**config.mk**
```make
export PLATFORM = sky130hd
export DESIGN_NAME = vga_scan_mixer
export DESIGN_NICKNAME = d
export VERILOG_FILES = /design/src/rtl/vga_scan_mixer.sv
export SDC_FILE = /design/constraint.sdc
export NUM_CORES = 1
export LEC_CHECK = 0
export ABC_AREA = 1
export BUFFER_PORTS_ARGS = -buffer_cell sky130_fd_sc_hd__buf_2
export CAP_MARGIN = 40
export CORE_ASPECT_RATIO = 0.8
export CORE_UTILIZATION = 50
export DETAILED_ROUTE_END_ITERATION = 8
export GPL_TIMING_DRIVEN = 0
export PLACE_DENSITY = 0.8
export SETUP_SLACK_MARGIN = 0.2
export SLEW_MARGIN = 20
export SYNTH_ARGS = -nofsm -noshare
export SYNTH_HDL_FRONTEND = slang
export SYNTH_SLANG_ARGS = --single-unit
export TNS_END_PERCENT = 20
```
**constraint.sdc**
```tcl
create_clock -name clk -period 1.9 [get_ports clk]
set_input_delay 0.095 -clock clk [delete_from_list [all_inputs] [get_ports clk]]
set_output_delay 0.095 -clock clk [all_outputs]
set_load 0.05 [all_outputs]
```
**src/rtl/vga_scan_mixer.sv**
```systemverilog
// rtl/vga_scan_mixer.sv - VGA 640x480 timing, pixel request bus and layer priority compositor
`ifndef H_DISP_LEN
`define H_DISP_LEN 10
`endif
`ifndef V_DISP_LEN
`define V_DISP_LEN 10
`endif
`ifndef COLOR_RGB_DEPTH
`define COLOR_RGB_DEPTH 12
`endif

module vga_scan_mixer #(
  parameter int CLK_DIV   = 10,
  parameter int H_DISP    = 640,
  parameter int H_FP      = 16,
  parameter int H_SYNC    = 96,
  parameter int H_BP      = 48,
  parameter int V_DISP    = 480,
  parameter int V_FP      = 10,
  parameter int V_SYNC    = 2,
  parameter int V_BP      = 33,
  parameter int LAYER_NUM = 4,
  parameter logic [`COLOR_RGB_DEPTH-1:0] BG_COLOR = 12'h000
) (
  input  logic                                    clk,
  input  logic                                    rst_n,
  output logic [`H_DISP_LEN-1:0]                  req_x_addr_o,
  output logic [`V_DISP_LEN-1:0]                  req_y_addr_o,
  output logic                                    req_valid_o,
  input  logic [LAYER_NUM*`COLOR_RGB_DEPTH-1:0]   layer_rgb_i,
  input  logic [LAYER_NUM-1:0]                    layer_alpha_i,
  output logic                                    vga_hs_o,
  output logic                                    vga_vs_o,
  output logic                                    vga_de_o,
  output logic [`COLOR_RGB_DEPTH-1:0]             vga_rgb_o,
  output logic                                    frame_start_o
);
  localparam int D       = `COLOR_RGB_DEPTH;
  localparam int H_TOTAL = H_DISP + H_FP + H_SYNC + H_BP;
  localparam int V_TOTAL = V_DISP + V_FP + V_SYNC + V_BP;
  localparam int DW      = (CLK_DIV > 1) ? $clog2(CLK_DIV) : 1;
  localparam int HW      = $clog2(H_TOTAL);
  localparam int VW      = $clog2(V_TOTAL);

  localparam logic [DW-1:0] DIV_LAST   = DW'(CLK_DIV - 1);
  localparam logic [HW-1:0] H_LAST     = HW'(H_TOTAL - 1);
  localparam logic [HW-1:0] H_DISP_C   = HW'(H_DISP);
  localparam logic [HW-1:0] H_SYNC_BEG = HW'(H_DISP + H_FP);
  localparam logic [HW-1:0] H_SYNC_END = HW'(H_DISP + H_FP + H_SYNC);
  localparam logic [VW-1:0] V_LAST     = VW'(V_TOTAL - 1);
  localparam logic [VW-1:0] V_DISP_C   = VW'(V_DISP);
  localparam logic [VW-1:0] V_SYNC_BEG = VW'(V_DISP + V_FP);
  localparam logic [VW-1:0] V_SYNC_END = VW'(V_DISP + V_FP + V_SYNC);

  logic [DW-1:0] div_cnt_q, div_cnt_d;
  logic [HW-1:0] h_cnt_q, h_cnt_d;
  logic [VW-1:0] v_cnt_q, v_cnt_d;
  logic          vga_hs_q, vga_hs_d;
  logic          vga_vs_q, vga_vs_d;
  logic          vga_de_q, vga_de_d;
  logic [D-1:0]  vga_rgb_q, vga_rgb_d;
  logic          frame_start_q, frame_start_d;

  logic          pix_tick, active, h_last, v_last;
  logic [D-1:0]  mixed;

  always_comb begin
    pix_tick = (div_cnt_q == DIV_LAST);
    active   = (h_cnt_q < H_DISP_C) && (v_cnt_q < V_DISP_C);
    h_last   = (h_cnt_q == H_LAST);
    v_last   = (v_cnt_q == V_LAST);

    // Walk from lowest priority upward so layer 0 wins when several are opaque.
    mixed = BG_COLOR;
    for (int k = LAYER_NUM - 1; k >= 0; k--) begin
      if (layer_alpha_i[k]) mixed = layer_rgb_i[k*D +: D];
    end

    div_cnt_d     = pix_tick ? '0 : div_cnt_q + 1'b1;
    h_cnt_d       = h_cnt_q;
    v_cnt_d       = v_cnt_q;
    vga_hs_d      = vga_hs_q;
    vga_vs_d      = vga_vs_q;
    vga_de_d      = vga_de_q;
    vga_rgb_d     = vga_rgb_q;
    frame_start_d = 1'b0;

    if (pix_tick) begin
      h_cnt_d = h_last ? '0 : h_cnt_q + 1'b1;
      if (h_last) v_cnt_d = v_last ? '0 : v_cnt_q + 1'b1;
      vga_de_d      = active;
      vga_rgb_d     = active ? mixed : '0;
      vga_hs_d      = !((h_cnt_q >= H_SYNC_BEG) && (h_cnt_q < H_SYNC_END));
      vga_vs_d      = !((v_cnt_q >= V_SYNC_BEG) && (v_cnt_q < V_SYNC_END));
      frame_start_d = h_last && v_last;
    end
  end

  always_ff @(posedge clk or negedge rst_n) begin
    if (!rst_n) begin
      div_cnt_q     <= '0;
      h_cnt_q       <= '0;
      v_cnt_q       <= '0;
      vga_hs_q      <= 1'b1;
      vga_vs_q      <= 1'b1;
      vga_de_q      <= 1'b0;
      vga_rgb_q     <= '0;
      frame_start_q <= 1'b0;
    end else begin
      div_cnt_q     <= div_cnt_d;
      h_cnt_q       <= h_cnt_d;
      v_cnt_q       <= v_cnt_d;
      vga_hs_q      <= vga_hs_d;
      vga_vs_q      <= vga_vs_d;
      vga_de_q      <= vga_de_d;
      vga_rgb_q     <= vga_rgb_d;
      frame_start_q <= frame_start_d;
    end
  end

  // The request address is held for the whole pixel slot so layers can settle.
  assign req_x_addr_o  = active ? `H_DISP_LEN'(h_cnt_q) : '0;
  assign req_y_addr_o  = active ? `V_DISP_LEN'(v_cnt_q) : '0;
  assign req_valid_o   = active;
  assign vga_hs_o      = vga_hs_q;
  assign vga_vs_o      = vga_vs_q;
  assign vga_de_o      = vga_de_q;
  assign vga_rgb_o     = vga_rgb_q;
  assign frame_start_o = frame_start_q;

endmodule

```
# Yosys cells after proc, flatten, opt, wreduce, memory -nomap -nowiden

Index checks and enable logic that the tools add are counted.

Register bits after elaboration: 40
Input bits: 54
Output and inout port bits: 37
Logic and storage cells: 38

Add/subtract/negate cells: 3
Order comparisons: 6
Eq/ne operators: 3
Mux-type cells: 11
Reductions and logical operators: 7

Operator list:

| operator              | count |
|---|---|
| $mux 12               | 5 |
| $mux 10               | 4 |
| $add 10x1->10 const B | 2 |
| $eq 10x10->1 const B  | 2 |
| $lt 10x10->1 const B  | 2 |
| $lt 10x9->1 const B   | 2 |
| $ge 10x10->1 const B  | 1 |
| $ge 10x9->1 const B   | 1 |
| $add 4x1->4 const B   | 1 |
| $eq 4x4->1 const B    | 1 |
| $logic_and 1x1->1     | 4 |
| $mux 4                | 1 |
| $logic_not 1->1       | 2 |
| $reduce_and 2->1      | 1 |
| $mux 1                | 1 |

# Longest topological paths before layout

Depth after elaboration: 5
Gate-level depth with buffers: 10

# Least setup slack after synthesis

OpenSTA, ideal clock, no wires.

Kind: register to output
Start point: register h_cnt_q[7]
End point: output port req_y_addr_o[5]
Arrival time: 1.616 ns
Required time: 1.805 ns
Setup slack: 0.189 ns
Stages on the path, launching flop included: 8
Path buffers: 2
Path through: dfrtp_1 buf_2 o21ai_1 nand3_1 buf_2 inv_1 nand2_1 inv_1

Cells in the longest elaborated chain, start to end: 3

Ends and longest elaborated chain:

| what                     | RTL line | source |
|---|---|---|
| start: declaration       | 56       | `logic [HW-1:0] h_cnt_q, h_cnt_d;` |
| start signal: assignment | 111      | `h_cnt_q <= h_cnt_d;` |
| $lt 10x10->1             | 69       | `active = (h_cnt_q < H_DISP_C) && (v_cnt_q < V_DISP_C);` |
| $logic_and 1x1->1        | 69       |  |
| via req_valid_o          | 29       | `output logic req_valid_o,` |
| $mux 10                  | 123      | `` assign req_y_addr_o = active ? `V_DISP_LEN'(v_cnt_q) : '0; `` |
| end: declaration         | 28       | `` output logic [`V_DISP_LEN-1:0] req_y_addr_o, `` |

The timed path passes the listed nets, and every way through them passes these cells.

# Final worst setup path

Start point: register h_cnt_q[7]
End point: output port req_x_addr_o[3]

Cells in the longest elaborated chain, start to end: 3

Ends and longest elaborated chain:

| what              | RTL line | source |
|---|---|---|
| $lt 10x10->1      | 69       |  |
| $logic_and 1x1->1 | 69       |  |
| $mux 10           | 122      | `` assign req_x_addr_o = active ? `H_DISP_LEN'(h_cnt_q) : '0; `` |
| end: declaration  | 27       | `` output logic [`H_DISP_LEN-1:0] req_x_addr_o, `` |

Every way passes these cells.

==> results.sh <==
export IMPL_status="finished clean"
export IMPL_insertion_delay_ns=0.30
export IMPL_grt_pass1_wl_um=11120
export IMPL_cp_top_family="buffers and inverters"
export IMPL_final_layout_size_suffix_gt1_frac=0.3012
export IMPL_totalWireLength_um=6965
export IMPL_cts_root_buffer="clkbuf_8"
export IMPL_slew_violations=0
export IMPL_crit_path_frequent_cell="buf_6"
export IMPL_leakage_nw=1.899
export IMPL_cp_data_required_time_ns=1.80
export IMPL_nNetsFinal=545
export IMPL_postLayoutCellArea_sq_mm=0.003457
export IMPL_netlist_instances=378
export IMPL_clock_fmax_mhz=584.8
export IMPL_drtIter0Drc=204
export IMPL_timing_final_crit_share=0.8999
export IMPL_rr_startpoint="h_cnt_q[7]"
export IMPL_hold_class="input port to flip-flop"
export IMPL_placed_area_sq_mm=0.003123
export IMPL_cp_max_fo=5
export IMPL_grt_pass1_vias=2530
export IMPL_area_growth_pct=34.06
export IMPL_dieHeight_um=66.24
export IMPL_r2r_slack_ns=0.26
export IMPL_die_w_um=82.29
export IMPL_synthesis_nets=436
export IMPL_cts_buffers=5
export IMPL_end_kind="output pin"
export IMPL_antennaDiodeCount=0
export IMPL_setup_viol=0
export IMPL_ant_nets=0
export IMPL_synth_seq_cells=40
export IMPL_clkSinkCount=40
export IMPL_critPathLaunchType="flip-flop"
export IMPL_synth_ff_type="dfrtp_1"
export IMPL_cpPeakStageDelay_ns=0.37
export IMPL_grt_overflow_total=0
export IMPL_core_area_sq_mm=0.004762
export IMPL_vias=2880
export IMPL_layout_min_cycle_time_ns=1.710
export IMPL_drc=0
export IMPL_crit_chain="buf_6 -> o21ai_4 -> nand3_4 -> buf_8 -> nor2_1 -> buf_6"
export IMPL_cp_num_buf_inv=3
export IMPL_hold_start="layer_rgb_i[3]"
export IMPL_ir_drop_uv=448.7
export IMPL_rsz0062_at_grt="yes"
export IMPL_cts_path_max_buffers=2
export IMPL_path_class="flip-flop to output pin"
export IMPL_dieArea_sq_mm=0.005450
export IMPL_start_util=0.5415
export IMPL_place_port_buffers=89
export IMPL_synthArstFlopShare=1.000
export IMPL_dr_pass1_iters=5
export IMPL_maxCapViolCount=0
export IMPL_finClkSkew_ns=0.005994
export IMPL_arrival_ns=1.61
export IMPL_startpoint="h_cnt_q[7]"
export IMPL_gp_congestion=0.8479
export IMPL_worst_path_max_delay_cell="dfrtp_1"
export IMPL_rows=22
export IMPL_ys_warn_count=0
export IMPL_grt_start_max_net_pins=26
export IMPL_gr_usage_all_layers=0.2714
export IMPL_ios=91
export IMPL_fin_setup_tns_ns=0
export IMPL_htreeDepth=2
export IMPL_postSynthAreaPerCell_sq_um=6.822
export IMPL_cts_tree="done"
export IMPL_timing_final_hold_violations=0
export IMPL_antenna_found_initial=0
export IMPL_power_density_mw_per_mm2=510.9
export IMPL_synth_cell_types=27
export IMPL_routedWlPerCell_um=12.71
export IMPL_dpl_hpwl_um=5091
export IMPL_synth_edf_count=0
export IMPL_vias_per_cell=5.255
export IMPL_ys_seq_area_frac=0.3891
export IMPL_synth_area_sq_mm=0.002579
export IMPL_cts_clk_slew_worst_paths_ns=0.07
==> metrics by stage <==
step	hold WS [ns]	util	std cells	worst slack [ns]	power, mW
after floorplan	-0.2006	-	378	0.2646	1.071
after global placement	0.2612	0.6516	527	0.2881	1.180
after detailed placement	0.03362	0.6558	528	0.2639	1.192
after CTS	0.09411	0.6999	540	0.2013	1.777
after global routing	0.1021	0.7260	548	0.1095	1.852
final	0.09486	0.7260	548	0.1901	1.766
==> worst register-to-register path, stage by stage, from the launching register on <==
cell     delay, ns
dfrtp_1       0.37
buf_6         0.13
o21ai_4       0.16
nand3_4       0.14
buf_4         0.16
nor2_1        0.23
buf_4         0.23
nand3_1       0.09
nand2_1       0.06
==> cell type report <==
class	count	area (sq um)
plain buffers	17	118.9
clock buffers	8	90.09
fillers	390	1305
inverters	50	191.4
multi-input cells	271	1325
flip-flops and latches	40	1007
well taps	60	75.07
repair buffers	102	649.4
==> state kept, by name (all words and copies together), names as in the netlist <==
| register | cells |
|---|---|
| div_cnt_q | 4 |
| frame_start_o | 1 |
| h_cnt_q | 10 |
| v_cnt_q | 10 |
| vga_de_o | 1 |
| vga_hs_o | 1 |
| vga_rgb_o | 12 |
| vga_vs_o | 1 |
==> kinds of logic after synthesis <==
family	after synthesis	share of synthesized area
simple gates	204	0.3455
compound gates	54	0.1072
xor+xnor	8	0.02717
buf+inv	67	0.1101
flops	40	0.3891
fa+ha+maj	4	0.01941
other cells	1	0.001454
==> synthesized netlist by cell type (5+ instances only) <==
library cell / count / area (sq um)
nor2_1: 43 / 161.4
dfrtp_1: 38 / 950.9
o21ai_1: 8 / 40.04
xor2_1: 8 / 70.07
nand4_1: 6 / 37.54
nor3_1: 5 / 25.02
buf_2: 8 / 40.04
clkbuf_1: 5 / 18.77
a21oi_1: 15 / 75.07
nand2_1: 106 / 397.9
inv_1: 46 / 172.7
nand3_1: 32 / 160.2
o21ai_0: 28 / 140.1
==> worst paths after layout <==
check / to / cells after the start
min in group asynchronous: vga_de_o / 2
setup / recovery: req_x_addr_o[3] / 6
max in group asynchronous: vga_vs_o / 3
setup reg to reg: vga_rgb_o[5] / 8
hold reg to reg: vga_rgb_o[3] / 2
hold / removal: vga_rgb_o[3] / 5
==> layout by cell type (no fill, tap or decap), types with 5 or more instances in the layout <==
cell type  count
a21oi_1       15
dfrtp_1       35
nand3_1       31
clkbuf_8       6
nand2_1      104
o21ai_0       28
buf_6         11
nand4_1        6
nor3_1         5
o21ai_1        7
xor2_1         8
clkbuf_1       7
buf_2         75
buf_4         24
inv_1         45
nor2_1        41
==> per-layer routing <==
layer,share of wire,GRT usage,vias to the layer above
li1,-,-,1407
met1,0.45,0.3622,1340
met2,0.46,0.4236,117
met3,0.067,0.07034,16
met4,0.021,0.09211,0
met5,0,0,-
==> where the power goes <==
part / internal [mW] / leakage [nW] / switching [mW]
clock network: 0.296 / 0.0455 / 0.293
registers: 0.874 / 0.498 / 0.0124
logic: 0.0975 / 1.36 / 0.192
==> timing repair <==
action | in CTS | in global routing
cloned | 0 | 1
setup buffers | 3 | 7
resized for setup | 31 | 14
endpoints found under the setup margin | 20 | 28
pin swaps | 1 | 2
endpoints found under the hold margin | 14 | 0
hold buffers | 1 | 0
Note: power is estimated with default switching activity, not from simulation.
